**src/rtl/qdiv_fixed.sv**
```systemverilog
// Signed saturating Q(I.F) divider, radix-2 restoring, one quotient bit per cycle.
// Latency: done_o high in the cycle after accept+N+1 edges (accept+1 for divide by zero).
// Backpressure: ready_o low during CALC; a start in the DONE cycle is accepted back-to-back.
package lib_switchblock_pkg;
  localparam int I = 4;   // integer bits including sign
  localparam int F = 12;  // fractional bits
endpackage

module qdiv_fixed
  import lib_switchblock_pkg::*;
(
  input logic         clk_i,
  input logic         rst_i,
  qdiv_fixed_if.slave bus
);

  localparam int W  = I + F;
  localparam int N  = W + F;
  localparam int CW = $clog2(N);

  localparam logic [CW-1:0] LAST_IT  = CW'(N - 1);
  localparam logic [W-1:0]  MAX_VAL  = {1'b0, {(W-1){1'b1}}};
  localparam logic [W-1:0]  MIN_VAL  = {1'b1, {(W-1){1'b0}}};
  // Magnitude limits expressed at quotient-register width
  localparam logic [N-1:0]  Q_POS_LIM = N'(MAX_VAL);
  localparam logic [N-1:0]  Q_NEG_LIM = N'(MIN_VAL);

  typedef enum logic [1:0] {
    S_IDLE,
    S_CALC,
    S_DONE
  } state_e;

  state_e state_q, state_d;

  // Operand / iteration state
  logic          sign_q,  sign_d;
  logic          a_neg_q, a_neg_d;
  logic          dbz_q,   dbz_d;
  logic [W-1:0]  bmag_q,  bmag_d;
  logic [N-1:0]  num_q,   num_d;
  logic [W-1:0]  rem_q,   rem_d;
  logic [N-1:0]  quot_q,  quot_d;
  logic [CW-1:0] cnt_q,   cnt_d;

  // Registered results
  logic [W-1:0]  res_q,     res_d;
  logic          ovf_q,     ovf_d;
  logic          dbz_out_q, dbz_out_d;
  logic          done_q,    done_d;

  logic          accept;
  logic [W-1:0]  a_mag;
  logic [W-1:0]  b_mag;
  logic [W:0]    rem_shift;
  logic          rem_ge;

  // ready_o is high whenever no iteration is in progress
  assign accept = bus.start_i && (state_q != S_CALC);

  // FSM state register
  always_ff @(posedge clk_i or posedge rst_i) begin
    if (rst_i) begin
      state_q <= S_IDLE;
    end else begin
      state_q <= state_d;
    end
  end

  // FSM next-state: DONE lasts one cycle and can chain straight into the next request
  always_comb begin
    state_d = state_q;
    case (state_q)
      S_IDLE, S_DONE: begin
        if (bus.start_i) begin
          state_d = (bus.b_i == '0) ? S_DONE : S_CALC;
        end else begin
          state_d = S_IDLE;
        end
      end
      S_CALC: begin
        if (cnt_q == LAST_IT) begin
          state_d = S_DONE;
        end
      end
      default: state_d = S_IDLE;
    endcase
  end

  // FSM outputs: handshake from state, results straight from their registers
  always_comb begin
    bus.ready_o       = (state_q != S_CALC);
    bus.done_o        = done_q;
    bus.quotient_o    = res_q;
    bus.overflow_o    = ovf_q;
    bus.div_by_zero_o = dbz_out_q;
  end

  // Operand capture and one restoring-division step per CALC cycle
  always_comb begin
    sign_d  = sign_q;
    a_neg_d = a_neg_q;
    dbz_d   = dbz_q;
    bmag_d  = bmag_q;
    num_d   = num_q;
    rem_d   = rem_q;
    quot_d  = quot_q;
    cnt_d   = cnt_q;

    // Negating the most negative value yields 2^(W-1), which is correct as unsigned
    a_mag = bus.a_i[W-1] ? -bus.a_i : bus.a_i;
    b_mag = bus.b_i[W-1] ? -bus.b_i : bus.b_i;

    // Remainder stays below |b|, so the shifted value needs one extra bit only
    rem_shift = {rem_q, num_q[N-1]};
    rem_ge    = (rem_shift >= {1'b0, bmag_q});

    if (accept) begin
      sign_d  = bus.a_i[W-1] ^ bus.b_i[W-1];
      a_neg_d = bus.a_i[W-1];
      dbz_d   = (bus.b_i == '0);
      bmag_d  = b_mag;
      num_d   = {a_mag, {F{1'b0}}};
      rem_d   = '0;
      quot_d  = '0;
      cnt_d   = '0;
    end else if (state_q == S_CALC) begin
      num_d = {num_q[N-2:0], 1'b0};
      cnt_d = cnt_q + CW'(1);
      if (rem_ge) begin
        // Difference is below |b|, so the low W bits are exact
        rem_d  = rem_shift[W-1:0] - bmag_q;
        quot_d = {quot_q[N-2:0], 1'b1};
      end else begin
        rem_d  = rem_shift[W-1:0];
        quot_d = {quot_q[N-2:0], 1'b0};
      end
    end
  end

  // Result formatting: sign restore and saturation, latched when leaving DONE
  always_comb begin
    res_d     = res_q;
    ovf_d     = ovf_q;
    dbz_out_d = dbz_out_q;
    done_d    = 1'b0;
    if (state_q == S_DONE) begin
      done_d = 1'b1;
      if (dbz_q) begin
        res_d     = a_neg_q ? MIN_VAL : MAX_VAL;
        ovf_d     = 1'b0;
        dbz_out_d = 1'b1;
      end else if (!sign_q) begin
        dbz_out_d = 1'b0;
        if (quot_q > Q_POS_LIM) begin
          res_d = MAX_VAL;
          ovf_d = 1'b1;
        end else begin
          res_d = quot_q[W-1:0];
          ovf_d = 1'b0;
        end
      end else begin
        dbz_out_d = 1'b0;
        // A magnitude of exactly 2^(W-1) is still representable as min_val
        if (quot_q > Q_NEG_LIM) begin
          res_d = MIN_VAL;
          ovf_d = 1'b1;
        end else begin
          res_d = -quot_q[W-1:0];
          ovf_d = 1'b0;
        end
      end
    end
  end

  // Datapath and result registers; reset drops any in-flight division
  always_ff @(posedge clk_i or posedge rst_i) begin
    if (rst_i) begin
      sign_q    <= 1'b0;
      a_neg_q   <= 1'b0;
      dbz_q     <= 1'b0;
      bmag_q    <= '0;
      num_q     <= '0;
      rem_q     <= '0;
      quot_q    <= '0;
      cnt_q     <= '0;
      res_q     <= '0;
      ovf_q     <= 1'b0;
      dbz_out_q <= 1'b0;
      done_q    <= 1'b0;
    end else begin
      sign_q    <= sign_d;
      a_neg_q   <= a_neg_d;
      dbz_q     <= dbz_d;
      bmag_q    <= bmag_d;
      num_q     <= num_d;
      rem_q     <= rem_d;
      quot_q    <= quot_d;
      cnt_q     <= cnt_d;
      res_q     <= res_d;
      ovf_q     <= ovf_d;
      dbz_out_q <= dbz_out_d;
      done_q    <= done_d;
    end
  end

endmodule
```
**src/rtl/qdiv_fixed_if.sv**
```systemverilog
// Handshake and operand/result bundle for the sequential fixed-point divider.
// Latency: none (wires only); the divider defines all timing.
// Backpressure: the requester may drive start_i only while ready_o is high.
interface qdiv_fixed_if #(
  parameter int W = 16
);
  logic         start_i;
  logic [W-1:0] a_i;
  logic [W-1:0] b_i;
  logic         ready_o;
  logic         done_o;
  logic [W-1:0] quotient_o;
  logic         overflow_o;
  logic         div_by_zero_o;

  // Divider side
  modport slave (
    input  start_i, a_i, b_i,
    output ready_o, done_o, quotient_o, overflow_o, div_by_zero_o
  );

  // Requester side
  modport master (
    output start_i, a_i, b_i,
    input  ready_o, done_o, quotient_o, overflow_o, div_by_zero_o
  );
endinterface

```
**src/flat_wrapper.sv**
```systemverilog
// flat-port wrapper written by rule: the top's interface ports become plain ports
module qdiv_fixed_flat import lib_switchblock_pkg::*;
  (clk_i, rst_i, bus_start_i, bus_a_i, bus_b_i, bus_ready_o, bus_done_o, bus_quotient_o, bus_overflow_o, bus_div_by_zero_o);
  qdiv_fixed_if bus_i ();
  input logic clk_i;
  input logic rst_i;
  input wire logic [$bits(bus_i.start_i)-1:0] bus_start_i;
  input wire logic [$bits(bus_i.a_i)-1:0] bus_a_i;
  input wire logic [$bits(bus_i.b_i)-1:0] bus_b_i;
  output wire logic [$bits(bus_i.ready_o)-1:0] bus_ready_o;
  output wire logic [$bits(bus_i.done_o)-1:0] bus_done_o;
  output wire logic [$bits(bus_i.quotient_o)-1:0] bus_quotient_o;
  output wire logic [$bits(bus_i.overflow_o)-1:0] bus_overflow_o;
  output wire logic [$bits(bus_i.div_by_zero_o)-1:0] bus_div_by_zero_o;
  assign bus_i.start_i = bus_start_i;
  assign bus_i.a_i = bus_a_i;
  assign bus_i.b_i = bus_b_i;
  assign bus_ready_o = bus_i.ready_o;
  assign bus_done_o = bus_i.done_o;
  assign bus_quotient_o = bus_i.quotient_o;
  assign bus_overflow_o = bus_i.overflow_o;
  assign bus_div_by_zero_o = bus_i.div_by_zero_o;
  qdiv_fixed u_core (.clk_i(clk_i), .rst_i(rst_i), .bus(bus_i));
endmodule
```
**config.mk**
```make
export PLATFORM = sky130hd
export DESIGN_NAME = qdiv_fixed_flat
export DESIGN_NICKNAME = d
export VERILOG_FILES = /design/src/rtl/qdiv_fixed.sv /design/src/rtl/qdiv_fixed_if.sv /design/src/flat_wrapper.sv
export SDC_FILE = /design/constraint.sdc
export NUM_CORES = 1
export LEC_CHECK = 0
export ABC_CLOCK_PERIOD_IN_PS = 9800
export CORE_MARGIN = 2
export CORE_UTILIZATION = 51
export CTS_BUF_LIST = sky130_fd_sc_hd__clkbuf_4 sky130_fd_sc_hd__clkbuf_8
export DETAILED_ROUTE_END_ITERATION = 8
export HOLD_SLACK_MARGIN = 0.12
export PLACE_DENSITY = 0.72
export SKIP_CTS_REPAIR_TIMING = 1
export SLEW_MARGIN = 20
export SYNTH_ARGS = -nofsm -noshare
export SYNTH_HDL_FRONTEND = slang
export SYNTH_SLANG_ARGS = --single-unit
```
**constraint.sdc**
```tcl
create_clock -name clk_i -period 9.8 [get_ports clk_i]
set_clock_uncertainty 0.2 [all_clocks]
set_input_delay 1.47 -clock clk_i [delete_from_list [all_inputs] [get_ports clk_i]]
set_output_delay 1.47 -clock clk_i [all_outputs]
set_load 0.05 [all_outputs]
```
==> impl_metrics.tcl, run 1 <==
set metrics [dict create \
    power-per-cell-area_nw_per_um2 315 \
    netlist_area_sq_um 6250 \
    synth_nets 789 \
    yosysSeqAreaShare_pct 42.0 \
    start_kind "primary input" \
    report.final.hold_viol_count 0 \
    regArea_sq_um 2630 \
    leakage_nw 3.05 \
    die_w_microns 115 \
    fp-row-count 40 \
    antenna_found_initial 0 \
    drv_slew 0 \
    grt_pass1_wl_mm 23.3 \
    hpwl_mm 9.61 \
    cap_violations 0 \
    post_drt_wl_per_cell_microns 15.3 \
    vias_per_cell 5.95 \
    syn_area_per_cell_sq_um 8.53 \
    drcViolationCount 0 \
    tritoncts "yes" \
    ant_nets 0 \
    worstHoldPathType "reg2reg" \
    die-area_sq_um 13200 \
    area_delta_synth_final_pct 13.2 \
    cp-end-kind "flop" \
    fmax_mhz 274 \
    status "complete, no violations" \
    synth_ff_type "dfrtp_1" \
    core-area_sq_um 12000 \
    worstMarginPinSlew_ps 1080 \
    insertion_delay_ps 390 \
    power.total_mw 2.23 \
    portBuffers 54 \
    fin_crit_ps 3650 \
    async_flop_share_pct 100 \
    multiInputGateArea_sq_um 3330 \
    finalNetCount 812 \
    rsz0062_at_grt "no" \
    cts_sinks 105 \
    cts-buffers-inserted 9 \
    n_fill_cell 1102 \
    start_util_pct 52.1 \
    place_congestion 0.906 \
    initialDrtViolationCount 384 \
    grt_pass1_vias 5040 \
    cts-root-buf "clkbuf_8" \
    hold_ws_ps 282 \
    tns_ps 0 \
    route.vias.total 5400 \
    grt-ovfl-total 0 \
    cts_buffer_depth 2 \
    relSlewSlack_pct 28.1 \
    n_antenna_cell 0 \
    clk_pin_slew_worst_paths_ps 110 \
    grt_max_degree 100 \
    worst_ep_arrival_time_ps 3730 \
    grt_util_all_layers_pct 21.9 \
    finalCritPeriodShare_pct 37.3 \
    netlist_instances 733 \
    finalSetupViolations 0 \
    finalWirelength_mm 13.9 \
    cts_htree_levels 3 \
    crit_required_ps 9880 \
    yosysTopAreaCell "dfrtp_1" \
    ys_warn_count 0 \
    path_class "in2reg" \
    synth_top_area_share_pct 42.0 \
    ys_ff_latch 105 \
    io_pins 55 \
    firstDrtPassIters 5 \
    synth_edf_count 0 \
    crit_fanout 5 \
    ir_worst_vdd_v 0.000129 \
    die_height_microns 115 \
    layout-drive-gt1-share_pct 4.20 \
    synth_area_leaders "dfrtp_1 42%, o21ai_0 7.9%, nand2_1 7.1%, a21oi_1 4.6%, ha_1 4.0%" \
    synth.distinct_cells 56 \
]
critical path: stages:
cell	delay (ps)
clkdlybuf4s50_1	490
nor4_1	380
nand2b_1	130
or4_1	530
or3_1	450
a32o_1	280
logic make-up (layout without fill, tap and decap cells):
family / Yosys count / in the layout / share of synthesized area, %
and+or+nand+nor: 230 / 230 / 17.1
xor gates and xnor gates: 41 / 41 / 5.74
adders and majority gates: 21 / 21 / 4.32
muxes: 9 / 9 / 1.48
AOI/OAI and AO/OA: 249 / 249 / 24.3
DFF: 105 / 105 / 42.0
buffers and inverters: 78 / 106 / 5.00
metrics by stage:
stage | utilization [%] | instance area [sq um] | setup WS (ps) | cells
after floorplan | - | 6250 | 5370 | 733
after global placement | 56.9 | 6840 | 5730 | 892
after detailed placement | 56.9 | 6840 | 5610 | 892
after CTS | 58.9 | 7070 | 6030 | 908
after global routing | 58.9 | 7080 | 5930 | 908
final | 58.9 | 7080 | 6150 | 908
area by class of cell:
type | instances | share of cell area (%)
clock inverter | 6 | 1.36
multi-input combinational | 550 | 47.1
tap | 147 | 2.60
inverter | 31 | 1.68
sequential | 105 | 37.1
clock buffer | 10 | 1.94
timing repair buffer | 59 | 8.22
sequential cells by signal, indices dropped and copies added, names as in the netlist:
register and flops:
u_core.a_neg_q 1, u_core.bmag_q 16, u_core.cnt_q 5, u_core.sign_q 1
u_core.quot_q 28, u_core.num_q 16, u_core.dbz_q 1, u_core.bus.quotient_o 16
u_core.bus.done_o 1, u_core.rem_q 16, u_core.bus.div_by_zero_o 1, u_core.state_q 2
u_core.bus.overflow_o 1
power by group:
group / switching, mW / leakage [nW] / total, mW / internal [mW]
clock: 0.160 / 0.115 / 0.314 / 0.154
combinational: 0.659 / 1.59 / 1.15 / 0.490
sequential: 0.165 / 1.35 / 0.766 / 0.601
cell usage after synthesis, types with 13 or more instances:
master,number
ha_1,20
xor2_1,28
a211oi_1,14
and3_1,15
inv_1,31
o21ai_0,99
nor2_1,30
nand2_1,118
clkbuf_1,38
dfrtp_1,105
o31ai_1,15
xnor2_1,13
a21oi_1,58
layout by cell type (no fill, tap or decap), drive strengths merged, types with 3 or more instances in the layout:
cell type	instances
a211o	3
a211oi	14
a21boi	3
a21o	6
a21oi	58
a311o	6
a311oi	3
a31oi	6
a41oi	6
and3	15
buf	5
clkbuf	10
clkdlybuf4s50	54
dfrtp	105
ha	20
inv	33
mux2i	7
nand2	118
nand2b	7
nand3	10
nand3b	3
nand4	7
nand4b	4
nor2	30
nor3	9
nor4	7
o211ai	9
o21ai	99
o221ai	3
o22ai	3
o311ai	5
o31ai	15
o41ai	4
or3	11
or4	4
xnor2	13
xor2	28
routing by layer:
metal  wire (microns)  share of wire [%]  track usage, %  vias to the layer above
li1                 -                  -               -                     2682
met4              191                1.4            8.51                        0
met1             6600                 48            30.2                     2565
met5                0                  0               0                        -
met2             6470                 47            36.1                      140
met3              608                4.4            1.90                       13
path summary, 6_finish.rpt:
check	startpoint	endpoint	slack [ps]	cells after the start
max	bus_b_i[3]	u_core.state_q[0]$_DFFE_PP0P_	6150	6
min	u_core.num_q[14]$_DFFE_PP0P_	u_core.num_q[15]$_DFFE_PP0P_	280	2
max reg2reg	u_core.rem_q[1]$_DFFE_PP0P_	u_core.rem_q[2]$_DFFE_PP0P_	6790	7
min reg2reg	u_core.num_q[14]$_DFFE_PP0P_	u_core.num_q[15]$_DFFE_PP0P_	280	2
max in group asynchronous	rst_i	u_core.bmag_q[13]$_DFFE_PP0P_	7200	3
min in group asynchronous	rst_i	u_core.bus.quotient_o[14]$_DFFE_PP0P_	1170	2
Note: power is estimated with default switching activity, not from simulation.
==> run 2: changes to the inputs <==
--- a/config.mk
+++ b/config.mk
@@ -5,7 +5,7 @@
 export SDC_FILE = /design/constraint.sdc
 export NUM_CORES = 1
 export LEC_CHECK = 0
-export ABC_CLOCK_PERIOD_IN_PS = 9800
+export ABC_CLOCK_PERIOD_IN_PS = 3700
 export CORE_MARGIN = 2
 export CORE_UTILIZATION = 51
 export CTS_BUF_LIST = sky130_fd_sc_hd__clkbuf_4 sky130_fd_sc_hd__clkbuf_8
==> constraint.sdc (replaced) <==
create_clock -name clk_i -period 3.7 [get_ports clk_i]
set_clock_uncertainty 0.2 [all_clocks]
set_input_delay 0.555 -clock clk_i [delete_from_list [all_inputs] [get_ports clk_i]]
set_output_delay 0.555 -clock clk_i [all_outputs]
set_load 0.05 [all_outputs]
==> run 2 against run 1 <==
Worst hold slack better by 1.1 ps. Final cell count is 0.44% higher. Via count is 1.3% higher. Core utilization is 0.21 points lower. Sequential power rose to 2.7 times the previous value. Sequential share of layout area is 0.13 points higher. Critical path depth down 1. Combinational power rose to 2.7 times the previous value. First-iteration DRC count is 11% higher. Register-to-register slack got worse by 5900 ps.
==> impl_metrics.tcl, run 2 (same netlist as run 1, synthesis figures left out) <==
set metrics [dict create \
    start_util_pct 52.1 \
    hold_depth 1 \
    worst_ep_arrival_time_ps 2880 \
    grt_max_degree 100 \
    clk_pin_slew_worst_paths_ps 100 \
    antenna_found_initial 0 \
    worstMarginPinSlew_ps 874 \
    fin_crit_ps 2790 \
    io_pins 55 \
    drcViolationCount 0 \
    die_height_microns 115 \
    cp-end-kind "flop" \
    dp.cells 898 \
    vias_per_cell 6.00 \
    grt_util_all_layers_pct 21.9 \
    path_class "reg2reg" \
    leakage_nw 3.05 \
    tns_ps 0 \
    cts-root-buf "clkbuf_8" \
    fmax_mhz 358 \
    start_kind "flop" \
    worstHoldPathType "reg2reg" \
    rr_startpoint "u_core.quot_q[6]$_DFFE_PP0P_" \
    fp-row-count 40 \
    die-area_sq_um 13200 \
    cts_sinks 105 \
    portBuffers 54 \
    finalSetupViolations 0 \
    crit_required_ps 3790 \
    min_to "u_core.state_q[1]$_DFFE_PP0P_" \
    grt-ovfl-total 0 \
    final_cells 912 \
    cts_buffer_depth 2 \
    place_congestion 0.880 \
    crit_fanout 9 \
    rsz0062_at_grt "no" \
    ant_nets 0 \
    power-per-cell-area_nw_per_um2 812 \
    power.total_mw 5.73 \
    relSlewSlack_pct 41.8 \
    layout-drive-gt1-share_pct 4.31 \
    report.final.hold_viol_count 0 \
    timing.rr.end "u_core.bus.quotient_o[8]$_DFFE_PP0P_" \
    final_common_cell "nand2_1" \
    area_delta_synth_final_pct 12.8 \
    cap_violations 0 \
    hpwl_mm 9.86 \
    cts_htree_levels 3 \
    n_fill_cell 1061 \
    ir_worst_vdd_v 0.000387 \
    route.vias.total 5468 \
    initialDrtViolationCount 425 \
    status "complete, no violations" \
    largest_reg_flops 28 \
    reg2reg_slack_ps 910 \
    firstDrtPassIters 7 \
    die_w_microns 115 \
    grt_pass1_wl_mm 23.6 \
    finalCritPeriodShare_pct 75.5 \
    insertion_delay_ps 370 \
    worst_r2r_path_depth 5 \
    grt_pass1_vias 4992 \
    core-area_sq_um 12000 \
    n_antenna_cell 0 \
    finalWirelength_mm 13.9 \
    finalNetCount 818 \
    place_area_sq_um 6890 \
    tritoncts "yes" \
    max_flop_register "u_core.quot_q" \
    drv_slew 0 \
    cts-buffers-inserted 9 \
    stdcell_area_sq_um 7060 \
    final_cell_mix "118 x nand2_1, 105 x dfrtp_1, 99 x o21ai_0, 58 x a21oi_1, 54 x clkdlybuf4s50_1" \
    post_drt_wl_per_cell_microns 15.3 \
    hold_path_startpoint "u_core.state_q[0]$_DFFE_PP0P_" \
]
==> run 2: per-layer routing <==
layer | up-vias | global-route usage, % | routed length, microns | part of all wire (%)
met4 | 0 | 6.91 | 153 | 1.1
li1 | 2685 | - | - | -
met3 | 10 | 2.37 | 588 | 4.2
met5 | - | 0 | 0 | 0
met2 | 162 | 36.1 | 6580 | 47
met1 | 2611 | 30.6 | 6610 | 47
==> run 2: power breakdown <==
group | switching (mW) | internal [mW] | total [mW]
logic | 1.73 | 1.32 | 3.05
registers | 0.435 | 1.59 | 2.03
clock network | 0.390 | 0.259 | 0.649
total | 2.56 | 3.17 | 5.73
==> run 2: stage by stage <==
stage	setup slack, ps	util, %	hold slack, ps
global route	640	58.7	311
finish	905	58.7	283
detailed placement	575	57.3	271
global placement	668	57.3	257
floorplan	184	-	243
CTS	909	58.7	285
==> run 2: final cells by class <==
cell class                 instances  area [sq um]  share of cell area [%]
inverter                          31           119                    1.68
clock buffer                      10           138                    1.95
timing repair buffer              65           636                    9.01
tap                              147           184                    2.61
multi-input combinational        550          3320                    47.1
sequential                       105          2630                    37.2
clock inverter                     4          30.0                   0.426
==> run 2: how the worst max path moves through the flow <==
stage | start | end | depth (start not counted)
2_1_floorplan | rst_i | u_core.a_neg_q$_DFFE_PP0P_ | 1
6_report | u_core.quot_q[6]$_DFFE_PP0P_ | u_core.bus.quotient_o[8]$_DFFE_PP0P_ | 5
3_3_place_gp | bus_b_i[5] | u_core.state_q[0]$_DFFE_PP0P_ | 6
3_5_place_dp | bus_b_i[5] | u_core.state_q[0]$_DFFE_PP0P_ | 6
4_1_cts | u_core.rem_q[1]$_DFFE_PP0P_ | u_core.rem_q[5]$_DFFE_PP0P_ | 7
5_1_grt | u_core.bmag_q[9]$_DFFE_PP0P_ | u_core.rem_q[6]$_DFFE_PP0P_ | 9
==> run 2: worst max-delay path, stage by stage, from the launching register on <==
cell and delay, ps:
dfrtp_1 500, or4_4 610, or3_1 380, o41a_1 360
or3_1 430, o211ai_1 240
==> run 3: changes to the inputs <==
--- a/config.mk
+++ b/config.mk
@@ -5,13 +5,13 @@
 export SDC_FILE = /design/constraint.sdc
 export NUM_CORES = 1
 export LEC_CHECK = 0
-export ABC_CLOCK_PERIOD_IN_PS = 3700
+export ABC_CLOCK_PERIOD_IN_PS = 2400
 export CORE_MARGIN = 2
 export CORE_UTILIZATION = 51
 export CTS_BUF_LIST = sky130_fd_sc_hd__clkbuf_4 sky130_fd_sc_hd__clkbuf_8
 export DETAILED_ROUTE_END_ITERATION = 8
 export HOLD_SLACK_MARGIN = 0.12
-export PLACE_DENSITY = 0.72
+export PLACE_DENSITY = 0.75
 export SKIP_CTS_REPAIR_TIMING = 1
 export SLEW_MARGIN = 20
 export SYNTH_ARGS = -nofsm -noshare
==> constraint.sdc (replaced) <==
create_clock -name clk_i -period 2.4 [get_ports clk_i]
set_clock_uncertainty 0.2 [all_clocks]
set_input_delay 0.36 -clock clk_i [delete_from_list [all_inputs] [get_ports clk_i]]
set_output_delay 0.36 -clock clk_i [all_outputs]
set_load 0.05 [all_outputs]
==> run 3 against run 2 <==
The run now ends with negative setup slack left. Sequential power up 47%. Combinational power up 110%. Clock power up 90%. First-iteration DRC count down 19%. Maximum frequency up 9.2%. Critical endpoint unchanged. Largest cell class unchanged. Largest power group unchanged.
==> impl_metrics.tcl, run 3 (same netlist as run 1, synthesis figures left out) <==
set metrics [dict create \
    use_met3_pct 2.74 \
    multiInputGateArea_sq_um 3600 \
    hpwl_mm 11.0 \
    cts-buffers-inserted 9 \
    ir_worst_vdd_v 0.000595 \
    initialDrtViolationCount 346 \
    io_pins 55 \
    status "complete, but fails checks" \
    start_util_pct 52.1 \
    n_antenna_cell 0 \
    core-area_sq_um 12000 \
    clk_pin_slew_worst_paths_ps 110 \
    worst_ep_arrival_time_ps 2670 \
    worstMarginPinSlew_ps 500 \
    worstHoldPathType "in2async" \
    rr_startpoint "u_core.quot_q[6]$_DFFE_PP0P_" \
    power-per-cell-area_nw_per_um2 1320 \
    finalCritPeriodShare_pct 107 \
    layout-drive-gt1-share_pct 20.8 \
    cts_sinks 105 \
    crit_required_ps 2510 \
    slowest_delay_ps 550 \
    cpLargestDelayFamily "simple AND/OR/NAND/NOR gates" \
    pre_cts_slack_ps -475 \
    start_kind "flop" \
    finalSetupViolations 14 \
    place_congestion 0.943 \
    regArea_sq_um 2630 \
    cts_htree_levels 3 \
    post_drt_wl_per_cell_microns 15.3 \
    die_height_microns 115 \
    cp-startpoint "u_core.quot_q[6]$_DFFE_PP0P_" \
    rsz0062_at_grt "yes" \
    worst_r2r_path_depth 5 \
    cp-end-kind "flop" \
    cp_cell_sequence "or4_4 > or3_1 > o41a_1 > or3_4 > o211ai_1" \
    critPathBufInv 0 \
    cap_violations 0 \
    die-area_sq_um 13200 \
    finalNetCount 916 \
    cts_buffer_depth 2 \
    fin_crit_ps 2560 \
    grt_max_degree 100 \
    violations "negative setup slack" \
    fmax_mhz 391 \
    vias_per_cell 5.85 \
    report.final.hold_viol_count 0 \
    drcViolationCount 0 \
    power.total_mw 10.7 \
    route.vias.total 5920 \
    grt_pass1_wl_mm 25.3 \
    met1_usage_pct 31.8 \
    final_common_cell "nand2_1" \
    final_cell_mix "116 x nand2_1, 104 x buf_4, 104 x dfrtp_1, 86 x o21ai_0, 54 x a21oi_1" \
    max_flop_register "u_core.quot_q" \
    largest_reg_flops 28 \
    grt-ovfl-total 0 \
    path_class "reg2reg" \
    ant_nets 0 \
    drv_slew 0 \
    grt_util_all_layers_pct 23.7 \
    grt_pass1_vias 5483 \
    die_w_microns 115 \
    relSlewSlack_pct 66.6 \
    crit_fanout 6 \
    tritoncts "yes" \
    firstDrtPassIters 5 \
    antenna_found_initial 0 \
    area_delta_synth_final_pct 30.3 \
    fp-row-count 40 \
    portBuffers 54 \
    leakage_nw 3.62 \
    setup_slack_ps -158 \
    hold_ws_ps 231 \
    cts-root-buf "clkbuf_8" \
    insertion_delay_ps 390 \
    crit_cells 5 \
    n_fill_cell 942 \
    finalWirelength_mm 15.5 \
    slowest_stage "or4_4" \
    gr-usage-met2_pct 39.6 \
    grt_most_used_layer "met2" \
]
-- run 3: report_power, final --
part	leakage [nW]	switching (mW)	internal, mW
registers	1.34	0.521	2.46
logic	2.16	3.46	3.07
clock network	0.114	0.625	0.605
total	3.62	4.60	6.13
-- run 3: per-layer routing --
metal / part of all wire, % / routed length, microns
met4: 1.7 / 269
met3: 3.5 / 542
met1: 45 / 7010
met2: 49 / 7640
met5: 0 / 0
-- run 3: metrics by stage --
step                cells  utilization (%)  area (sq um)  setup TNS (ps)
floorplan             733                -          6280           -1600
global placement      990             63.4          7610           -3800
detailed placement    990             63.4          7610           -6280
CTS                  1006             65.3          7840           -4420
global route         1012             67.9          8150           -2430
finish               1012             67.9          8150           -1250
-- run 3: layout make-up --
class | count | area share, %
Sequential cell | 105 | 32.2
Tap cell | 147 | 2.26
Multi-Input combinational cell | 550 | 44.2
Clock buffer | 10 | 1.61
Timing Repair Buffer | 163 | 17.1
Inverter | 31 | 1.47
Clock inverter | 6 | 1.12
-- run 3: final timing paths --
check | end | slack, ps
worst max-delay path | u_core.bus.quotient_o[8]$_DFFE_PP0P_ | -160
worst min-delay path | u_core.quot_q[25]$_DFFE_PP0P_ | 230
worst max register to register | u_core.bus.quotient_o[8]$_DFFE_PP0P_ | -160
worst min register to register | u_core.state_q[1]$_DFFE_PP0P_ | 280
max in group asynchronous | u_core.bmag_q[1]$_DFFE_PP0P_ | 1500
min in group clk_i | u_core.state_q[1]$_DFFE_PP0P_ | 280
-- run 3: tightest hold or removal path: stages --
cell and delay [ps]:
clkdlybuf4s50_1 440, clkinvlp_4 120, buf_12 280
